`src/rtl/wb_unit_if.sv`:
```
// Writeback unit bus: ALU result, load issue/return, register-file write port and decode hazard query.
interface wb_unit_if #(parameter int XLEN = 32);
  logic            alu_valid;
  logic            alu_ready;
  logic [4:0]      alu_rd;
  logic [XLEN-1:0] alu_result;
  logic            ld_issue_valid;
  logic            ld_issue_ready;
  logic [4:0]      ld_rd;
  logic [2:0]      ld_funct3;
  logic [1:0]      ld_addr_lo;
  logic            mem_rvalid;
  logic [XLEN-1:0] mem_rdata;
  logic            rf_we;
  logic [4:0]      rf_rd;
  logic [XLEN-1:0] rf_wd;
  logic [4:0]      rs1;
  logic [4:0]      rs2;
  logic            busy1;
  logic            busy2;
  logic            fwd1_valid;
  logic            fwd2_valid;
  logic [XLEN-1:0] fwd1_data;
  logic [XLEN-1:0] fwd2_data;

  modport slave (
    input  alu_valid, alu_rd, alu_result,
    input  ld_issue_valid, ld_rd, ld_funct3, ld_addr_lo,
    input  mem_rvalid, mem_rdata, rs1, rs2,
    output alu_ready, ld_issue_ready, rf_we, rf_rd, rf_wd,
    output busy1, busy2, fwd1_valid, fwd2_valid, fwd1_data, fwd2_data
  );

  modport master (
    output alu_valid, alu_rd, alu_result,
    output ld_issue_valid, ld_rd, ld_funct3, ld_addr_lo,
    output mem_rvalid, mem_rdata, rs1, rs2,
    input  alu_ready, ld_issue_ready, rf_we, rf_rd, rf_wd,
    input  busy1, busy2, fwd1_valid, fwd2_valid, fwd1_data, fwd2_data
  );
endinterface

```
`src/rtl/wb_unit.sv`:
```
// Writeback unit: merges ALU results with one outstanding load into the register-file write port.
// Optional forwarding from the registered write is enabled by defining WB_BYPASS_EN.
module wb_unit #(
  parameter int XLEN = 32
) (
  input logic      clk,
  input logic      rst,
  wb_unit_if.slave bus
);

  typedef enum logic [1:0] {IDLE, WAIT, HOLD} state_t;

  state_t          state;
  logic            alu_ready_q;
  logic            ld_ready_q;
  logic [4:0]      cap_rd;
  logic [2:0]      cap_f3;
  logic [1:0]      cap_lo;
  logic [XLEN-1:0] hold_wd;
  logic            we_q;
  logic [4:0]      rd_q;
  logic [XLEN-1:0] wd_q;

  logic [7:0]      byte_lane;
  logic [15:0]     half_lane;
  logic [XLEN-1:0] ld_ext;
  logic            alu_acc;

  assign alu_acc = bus.alu_valid && alu_ready_q;

  always_comb begin
    byte_lane = bus.mem_rdata[7:0];
    case (cap_lo)
      2'd1:    byte_lane = bus.mem_rdata[15:8];
      2'd2:    byte_lane = bus.mem_rdata[23:16];
      2'd3:    byte_lane = bus.mem_rdata[31:24];
      default: byte_lane = bus.mem_rdata[7:0];
    endcase
    half_lane = cap_lo[1] ? bus.mem_rdata[31:16] : bus.mem_rdata[15:0];
    case (cap_f3)
      3'b000:  ld_ext = {{24{byte_lane[7]}}, byte_lane};
      3'b001:  ld_ext = {{16{half_lane[15]}}, half_lane};
      3'b100:  ld_ext = {24'd0, byte_lane};
      3'b101:  ld_ext = {16'd0, half_lane};
      default: ld_ext = bus.mem_rdata;
    endcase
  end

  always_ff @(posedge clk) begin
    if (rst) begin
      state       <= IDLE;
      alu_ready_q <= 1'b1;
      ld_ready_q  <= 1'b1;
      cap_rd      <= '0;
      cap_f3      <= '0;
      cap_lo      <= '0;
      hold_wd     <= '0;
      we_q        <= 1'b0;
      rd_q        <= '0;
      wd_q        <= '0;
    end else begin
      we_q <= 1'b0;
      if (alu_acc) begin
        we_q <= (bus.alu_rd != '0);
        rd_q <= bus.alu_rd;
        wd_q <= bus.alu_result;
      end
      case (state)
        IDLE: begin
          if (bus.ld_issue_valid) begin
            state      <= WAIT;
            ld_ready_q <= 1'b0;
            cap_rd     <= bus.ld_rd;
            cap_f3     <= bus.ld_funct3;
            cap_lo     <= bus.ld_addr_lo;
          end
        end
        WAIT: begin
          if (bus.mem_rvalid) begin
            // ALU owns the port this edge; the load result waits one cycle in hold_wd
            if (bus.alu_valid) begin
              state       <= HOLD;
              alu_ready_q <= 1'b0;
              hold_wd     <= ld_ext;
            end else begin
              state      <= IDLE;
              ld_ready_q <= 1'b1;
              we_q       <= (cap_rd != '0);
              rd_q       <= cap_rd;
              wd_q       <= ld_ext;
            end
          end
        end
        HOLD: begin
          state       <= IDLE;
          alu_ready_q <= 1'b1;
          ld_ready_q  <= 1'b1;
          we_q        <= (cap_rd != '0);
          rd_q        <= cap_rd;
          wd_q        <= hold_wd;
        end
        default: state <= IDLE;
      endcase
    end
  end

  logic pend1, pend2, wr1, wr2;

  assign pend1 = (state != IDLE) && (bus.rs1 != '0) && (cap_rd == bus.rs1);
  assign pend2 = (state != IDLE) && (bus.rs2 != '0) && (cap_rd == bus.rs2);
  assign wr1   = we_q && (bus.rs1 != '0) && (rd_q == bus.rs1);
  assign wr2   = we_q && (bus.rs2 != '0) && (rd_q == bus.rs2);

  assign bus.alu_ready      = alu_ready_q;
  assign bus.ld_issue_ready = ld_ready_q;
  assign bus.rf_we          = we_q;
  assign bus.rf_rd          = rd_q;
  assign bus.rf_wd          = wd_q;

`ifdef WB_BYPASS_EN
  assign bus.busy1      = pend1;
  assign bus.busy2      = pend2;
  assign bus.fwd1_valid = wr1;
  assign bus.fwd2_valid = wr2;
  assign bus.fwd1_data  = wd_q;
  assign bus.fwd2_data  = wd_q;
`else
  assign bus.busy1      = pend1 || wr1;
  assign bus.busy2      = pend2 || wr2;
  assign bus.fwd1_valid = 1'b0;
  assign bus.fwd2_valid = 1'b0;
  assign bus.fwd1_data  = '0;
  assign bus.fwd2_data  = '0;
`endif

endmodule

```
`src/flat_wrapper.sv`:
```
// flat-port wrapper written by rule: the top's interface ports become plain ports
module wb_unit_flat 
#(
  parameter int XLEN = 32
)
  (clk, rst, bus_alu_valid, bus_alu_rd, bus_alu_result, bus_ld_issue_valid, bus_ld_rd, bus_ld_funct3, bus_ld_addr_lo, bus_mem_rvalid, bus_mem_rdata, bus_rs1, bus_rs2, bus_alu_ready, bus_ld_issue_ready, bus_rf_we, bus_rf_rd, bus_rf_wd, bus_busy1, bus_busy2, bus_fwd1_valid, bus_fwd2_valid, bus_fwd1_data, bus_fwd2_data);
  wb_unit_if #(.XLEN(XLEN)) bus_i ();
  input logic clk;
  input logic rst;
  input wire logic [$bits(bus_i.alu_valid)-1:0] bus_alu_valid;
  input wire logic [$bits(bus_i.alu_rd)-1:0] bus_alu_rd;
  input wire logic [$bits(bus_i.alu_result)-1:0] bus_alu_result;
  input wire logic [$bits(bus_i.ld_issue_valid)-1:0] bus_ld_issue_valid;
  input wire logic [$bits(bus_i.ld_rd)-1:0] bus_ld_rd;
  input wire logic [$bits(bus_i.ld_funct3)-1:0] bus_ld_funct3;
  input wire logic [$bits(bus_i.ld_addr_lo)-1:0] bus_ld_addr_lo;
  input wire logic [$bits(bus_i.mem_rvalid)-1:0] bus_mem_rvalid;
  input wire logic [$bits(bus_i.mem_rdata)-1:0] bus_mem_rdata;
  input wire logic [$bits(bus_i.rs1)-1:0] bus_rs1;
  input wire logic [$bits(bus_i.rs2)-1:0] bus_rs2;
  output wire logic [$bits(bus_i.alu_ready)-1:0] bus_alu_ready;
  output wire logic [$bits(bus_i.ld_issue_ready)-1:0] bus_ld_issue_ready;
  output wire logic [$bits(bus_i.rf_we)-1:0] bus_rf_we;
  output wire logic [$bits(bus_i.rf_rd)-1:0] bus_rf_rd;
  output wire logic [$bits(bus_i.rf_wd)-1:0] bus_rf_wd;
  output wire logic [$bits(bus_i.busy1)-1:0] bus_busy1;
  output wire logic [$bits(bus_i.busy2)-1:0] bus_busy2;
  output wire logic [$bits(bus_i.fwd1_valid)-1:0] bus_fwd1_valid;
  output wire logic [$bits(bus_i.fwd2_valid)-1:0] bus_fwd2_valid;
  output wire logic [$bits(bus_i.fwd1_data)-1:0] bus_fwd1_data;
  output wire logic [$bits(bus_i.fwd2_data)-1:0] bus_fwd2_data;
  assign bus_i.alu_valid = bus_alu_valid;
  assign bus_i.alu_rd = bus_alu_rd;
  assign bus_i.alu_result = bus_alu_result;
  assign bus_i.ld_issue_valid = bus_ld_issue_valid;
  assign bus_i.ld_rd = bus_ld_rd;
  assign bus_i.ld_funct3 = bus_ld_funct3;
  assign bus_i.ld_addr_lo = bus_ld_addr_lo;
  assign bus_i.mem_rvalid = bus_mem_rvalid;
  assign bus_i.mem_rdata = bus_mem_rdata;
  assign bus_i.rs1 = bus_rs1;
  assign bus_i.rs2 = bus_rs2;
  assign bus_alu_ready = bus_i.alu_ready;
  assign bus_ld_issue_ready = bus_i.ld_issue_ready;
  assign bus_rf_we = bus_i.rf_we;
  assign bus_rf_rd = bus_i.rf_rd;
  assign bus_rf_wd = bus_i.rf_wd;
  assign bus_busy1 = bus_i.busy1;
  assign bus_busy2 = bus_i.busy2;
  assign bus_fwd1_valid = bus_i.fwd1_valid;
  assign bus_fwd2_valid = bus_i.fwd2_valid;
  assign bus_fwd1_data = bus_i.fwd1_data;
  assign bus_fwd2_data = bus_i.fwd2_data;
  wb_unit #(.XLEN(XLEN)) u_core (.clk(clk), .rst(rst), .bus(bus_i));
endmodule
```
`config.mk`:
```
export PLATFORM = sky130hd
export DESIGN_NAME = wb_unit_flat
export DESIGN_NICKNAME = d
export VERILOG_FILES = /design/src/rtl/wb_unit_if.sv /design/src/rtl/wb_unit.sv /design/src/flat_wrapper.sv
export SDC_FILE = /design/constraint.sdc
export NUM_CORES = 1
export LEC_CHECK = 0
export ABC_AREA = 1
export BUFFER_PORTS_ARGS = -buffer_cell sky130_fd_sc_hd__buf_4
export CAP_MARGIN = 0
export CORE_UTILIZATION = 40
export DETAILED_ROUTE_END_ITERATION = 6
export GPL_TIMING_DRIVEN = 0
export PLACE_DENSITY = 0.69
export SYNTH_ARGS = -nofsm -noshare
export SYNTH_HDL_FRONTEND = slang
export SYNTH_SLANG_ARGS = --single-unit
export TNS_END_PERCENT = 1
```
`constraint.sdc`:
```
create_clock -name clk -period 1.6 [get_ports clk]
set_clock_uncertainty 0.05 [all_clocks]
set_input_delay 0.16 -clock clk [delete_from_list [all_inputs] [get_ports clk]]
set_output_delay 0.16 -clock clk [all_outputs]
set_load 0.05 [all_outputs]
```
==> metrics.md <==
| Metric | Value |
|---|---|
| Total grt overflow | `0` |
| IR drop worst, VDD | `around 0.43 mV` |
| Clock Sinks | `84` |
| Drt pass-1 iters | `5` |
| Mean cell area of the mapped netlist | `around 6.6 um^2` |
| Rel. slew slack | `61.96%` |
| RSZ-0062 raised after global routing | `true` |
| Vias in the first global route | `~5500` |
| Setup violators final | `4` |
| Post-synthesis cell type count | `35` |
| Total CTS buffers | `9` |
| Crit Path Class | `reg2out` |
| Share of the core filled with cells in the final layout | `56.62%` |
| Max cap viols | `0` |
| Time the final worst path needs with I/O delays and setup | `1709 ps` |
| Register area share after synthesis | `29.89%` |
| Die Y-Extent | `around 120 um` |
| Average vias per placed instance | `5.010` |
| Starting DRT DRC Count | `588` |
| Number of buffers inserted by port buffering | `about 140` |
| Path category of the worst min-delay check | `in2reg` |
| Yosys synthesis warning count | `0` |
| Largest area contributor in the netlist | `dfxtp_1` |
| Cell with the most instances after synthesis | `nand2_1` |
| Number of core rows | `42` |
| Post-synth ARST share | `0%` |
| Core area | `roughly 14000 um^2` |
| P per Cell Area | `approximately 960 nW/um^2` |
| Layout overhead on the synthesized area | `35.91%` |
| Initial antenna violation count | `0` |
| Violations in the final reports | `negative setup slack` |
| Final worst slack | `-108.6 ps` |
| Mapped cell area | `5627 um^2` |
| Number of synthesized flops with an enable pin | `0` |
| Run status | `finished with violations` |
| Worst-path clk slew | `70 ps` |
| Detail Route Antenna Nets | `0` |
| Final count of hold timing violations | `0` |
| Routed wirelength normalized by instance count | `15.54 um` |
| Global Route Usage Sum | `between 20% and 30%` |
| Max Root-Sink Buffers | `2` |
| Required time of the worst setup path | `1390 ps` |
| Wire length of the first global-routing pass | `29360 um` |
| Total I/O pin count | `202` |
| Remaining design rule violation count | `0` |
| Detailed-route wire length | `~19000 um` |
| Number of antenna repair diodes | `0` |
| Crit end category | `output pin` |
| Post-route fraction of the period consumed by the critical path | `106.8%` |
| Top achievable clock speed | `0.5853 GHz` |
| Total of flip-flops plus latches after synthesis | `between 80 and 90` |
| Pin count of the biggest net entering global routing | `14` |
| TritonCTS clock tree | `built` |
| Dominant register cell in the synthesized netlist | `dfxtp_1` |
| Largest cells by area after synthesis | `dfxtp_1 (30%), nand2_1 (15%), buf_4 (9.7%), o21ai_0 (9.5%), a21oi_1 (7.4%)` |
| Critical Path Fanout Max | `4` |
| Depth of the CTS H-tree | `3` |
| Setup crit start kind | `flip-flop` |
| Via total after detailed routing | `6237` |
| Actual slew at the worst max-slew pin | `570.6 ps` |
| Clock tree root driver cell | `clkbuf_16` |
| Global placement routability congestion | `0.9612` |
| Final worst hold slack | `10.65 ps` |
| Number of nets in the layout | `about 1200` |
| P_leak | `3.873 nW` |
| Synth cell count leaders | `nand2_1 (231), o21ai_0 (107), dfxtp_1 (84)` |
| Worst Path Arrival | `1500 ps` |
| Floorplan die width | `approximately 120 um` |
| Die area | `14540 um^2` |
| Ratio of cells with drive above 1 in the final layout | `approximately 29%` |
| Share of the synthesized area in the top cell type | `29.89%` |
| Post-DP HPWL | `14590 um` |
| Effective utilization at floorplan | `41.66%` |
| Max-slew violation count | `0` |
| Mapped Cells | `851` |
| Clock Latency Late Sink | `350 ps` |
## placed cells by master (no fill, tap or decap), types with 2 or more instances in the layout
master     Yosys  routed
xor2_1         8       8
a21oi_2        2       3
clkbuf_16      0       9
bufinv_16      0       3
clkbuf_1      21      12
clkbuf_4       0       3
nand2_4        3       3
nor3_2         1       3
o21ai_2        0       2
buf_4         73     213
a21oi_1       83      80
clkbuf_2       0       5
nor3_1         6       3
nor2_1        36      36
ha_1           4       2
conb_1         1      66
o21ai_1        5       5
nand2_2        3       4
or2_2          5       5
o211ai_1      28      28
dfxtp_2        0       7
nand4_1        7       7
a22o_1        25      25
nand2_1      231     230
inv_1         47      43
inv_2          8      11
a22oi_1        2       2
ha_4           0       2
buf_6          7      15
a21oi_4        0       2
nand3_1       25      25
buf_2         19       8
inv_4          0       2
dfxtp_1       84      76
clkinv_2       1       2
xnor2_1        2       2
o21ai_0      107     105
## state kept, by name, summed over array words and instances (netlist names), 2 cells and up
| register | cells |
|---|---|
| u_core.cap_lo | 2 |
| u_core.state | 2 |
| u_core.hold_wd | 32 |
| u_core.bus.rf_rd | 5 |
| u_core.cap_rd | 5 |
| u_core.bus.rf_wd | 32 |
| u_core.cap_f3 | 3 |
## path summary, 6_finish.rpt
kind | from | endpoint | slack (ps) | cells past startpoint
hold / removal | bus_ld_funct3[2] | u_core.cap_f3[2] | 10 | 3
setup / recovery | u_core.cap_rd[1] | bus_busy1 | -110 | 7
hold reg to reg | u_core.bus.ld_issue_ready | u_core.bus.ld_issue_ready | 450 | 2
setup reg to reg | u_core.state[1] | u_core.bus.rf_we | -10 | 9
## cell families (layout without fill, tap and decap cells)
group | count (synthesis) | after routing | synth area share (%)
flops | 84 | 84 | 29.89
compound gates | 256 | 256 | 26.13
fa+ha+maj | 4 | 4 | 0.8895
buf+inv | 177 | 330 | 18.15
simple gates | 319 | 319 | 23.33
xor+xnor | 10 | 10 | 1.557
other cells | 1 | 66 | 0.06665
## metal layers
layer  share of wire (%)  wire [um]  up-vias  track usage, %
li1                    -          -     3127               -
met3                 8.5       1650       31           3.726
met5                   0          0        -               0
met4                 2.2        420        0           9.877
met1                  44       8500     2781           34.97
met2                  45       8771      298           43.00
## worst max-delay path: stages, from the launching register on
cell,delay (ps)
dfxtp_2,360
inv_2,60
nand2_1,60
nand4_1,120
nor3_2,140
nand3_1,100
o21ai_2,130
buf_6,170
## repair_timing
item,in CTS,in global routing
pin swaps,2,2
gates resized for setup,45,29
endpoints found under the setup margin,76,71
setup buffers,2,0
hold endpoints to repair,0,0
hold buffers,0,0
## power by group
| group | leakage, nW | internal [mW] | total (mW) | switching [mW] |
|---|---|---|---|---|
| Clock | 0.163 | 1.52 | 2.40 | 0.879 |
| Sequential | 0.692 | 2.26 | 2.36 | 0.106 |
| Combinational | 3.02 | 0.861 | 2.58 | 1.72 |
| Total | 3.87 | 4.64 | 7.35 | 2.71 |
## cell type report
cell class,instances,area [um^2]
clock buffers,11,232.7
repair buffers,137,1040
inverters,57,224.0
fillers,1347,5858
clock inverters,5,100.1
plain buffers,120,885.9
multi-input cells,655,3251
well taps,176,220.2
flip-flops and latches,84,1694
## stage by stage
stage / setup WS [ps] / setup TNS [ps] / area (um^2) / std cells / power (mW)
3_5_place_dp: -393.0 / -14510 / 7113 / 1227 / 4.871
4_1_cts: -108.3 / -229.8 / 7591 / 1245 / 7.301
2_1_floorplan: -21.75 / -26.44 / 5879 / 916 / 4.150
3_3_place_gp: -356.7 / -13560 / 7113 / 1227 / 4.857
6_report: -108.6 / -212.9 / 7647 / 1245 / 7.347
5_1_grt: -179.6 / -1138 / 7647 / 1245 / 7.646
Power figures use the tool's default switching activity.
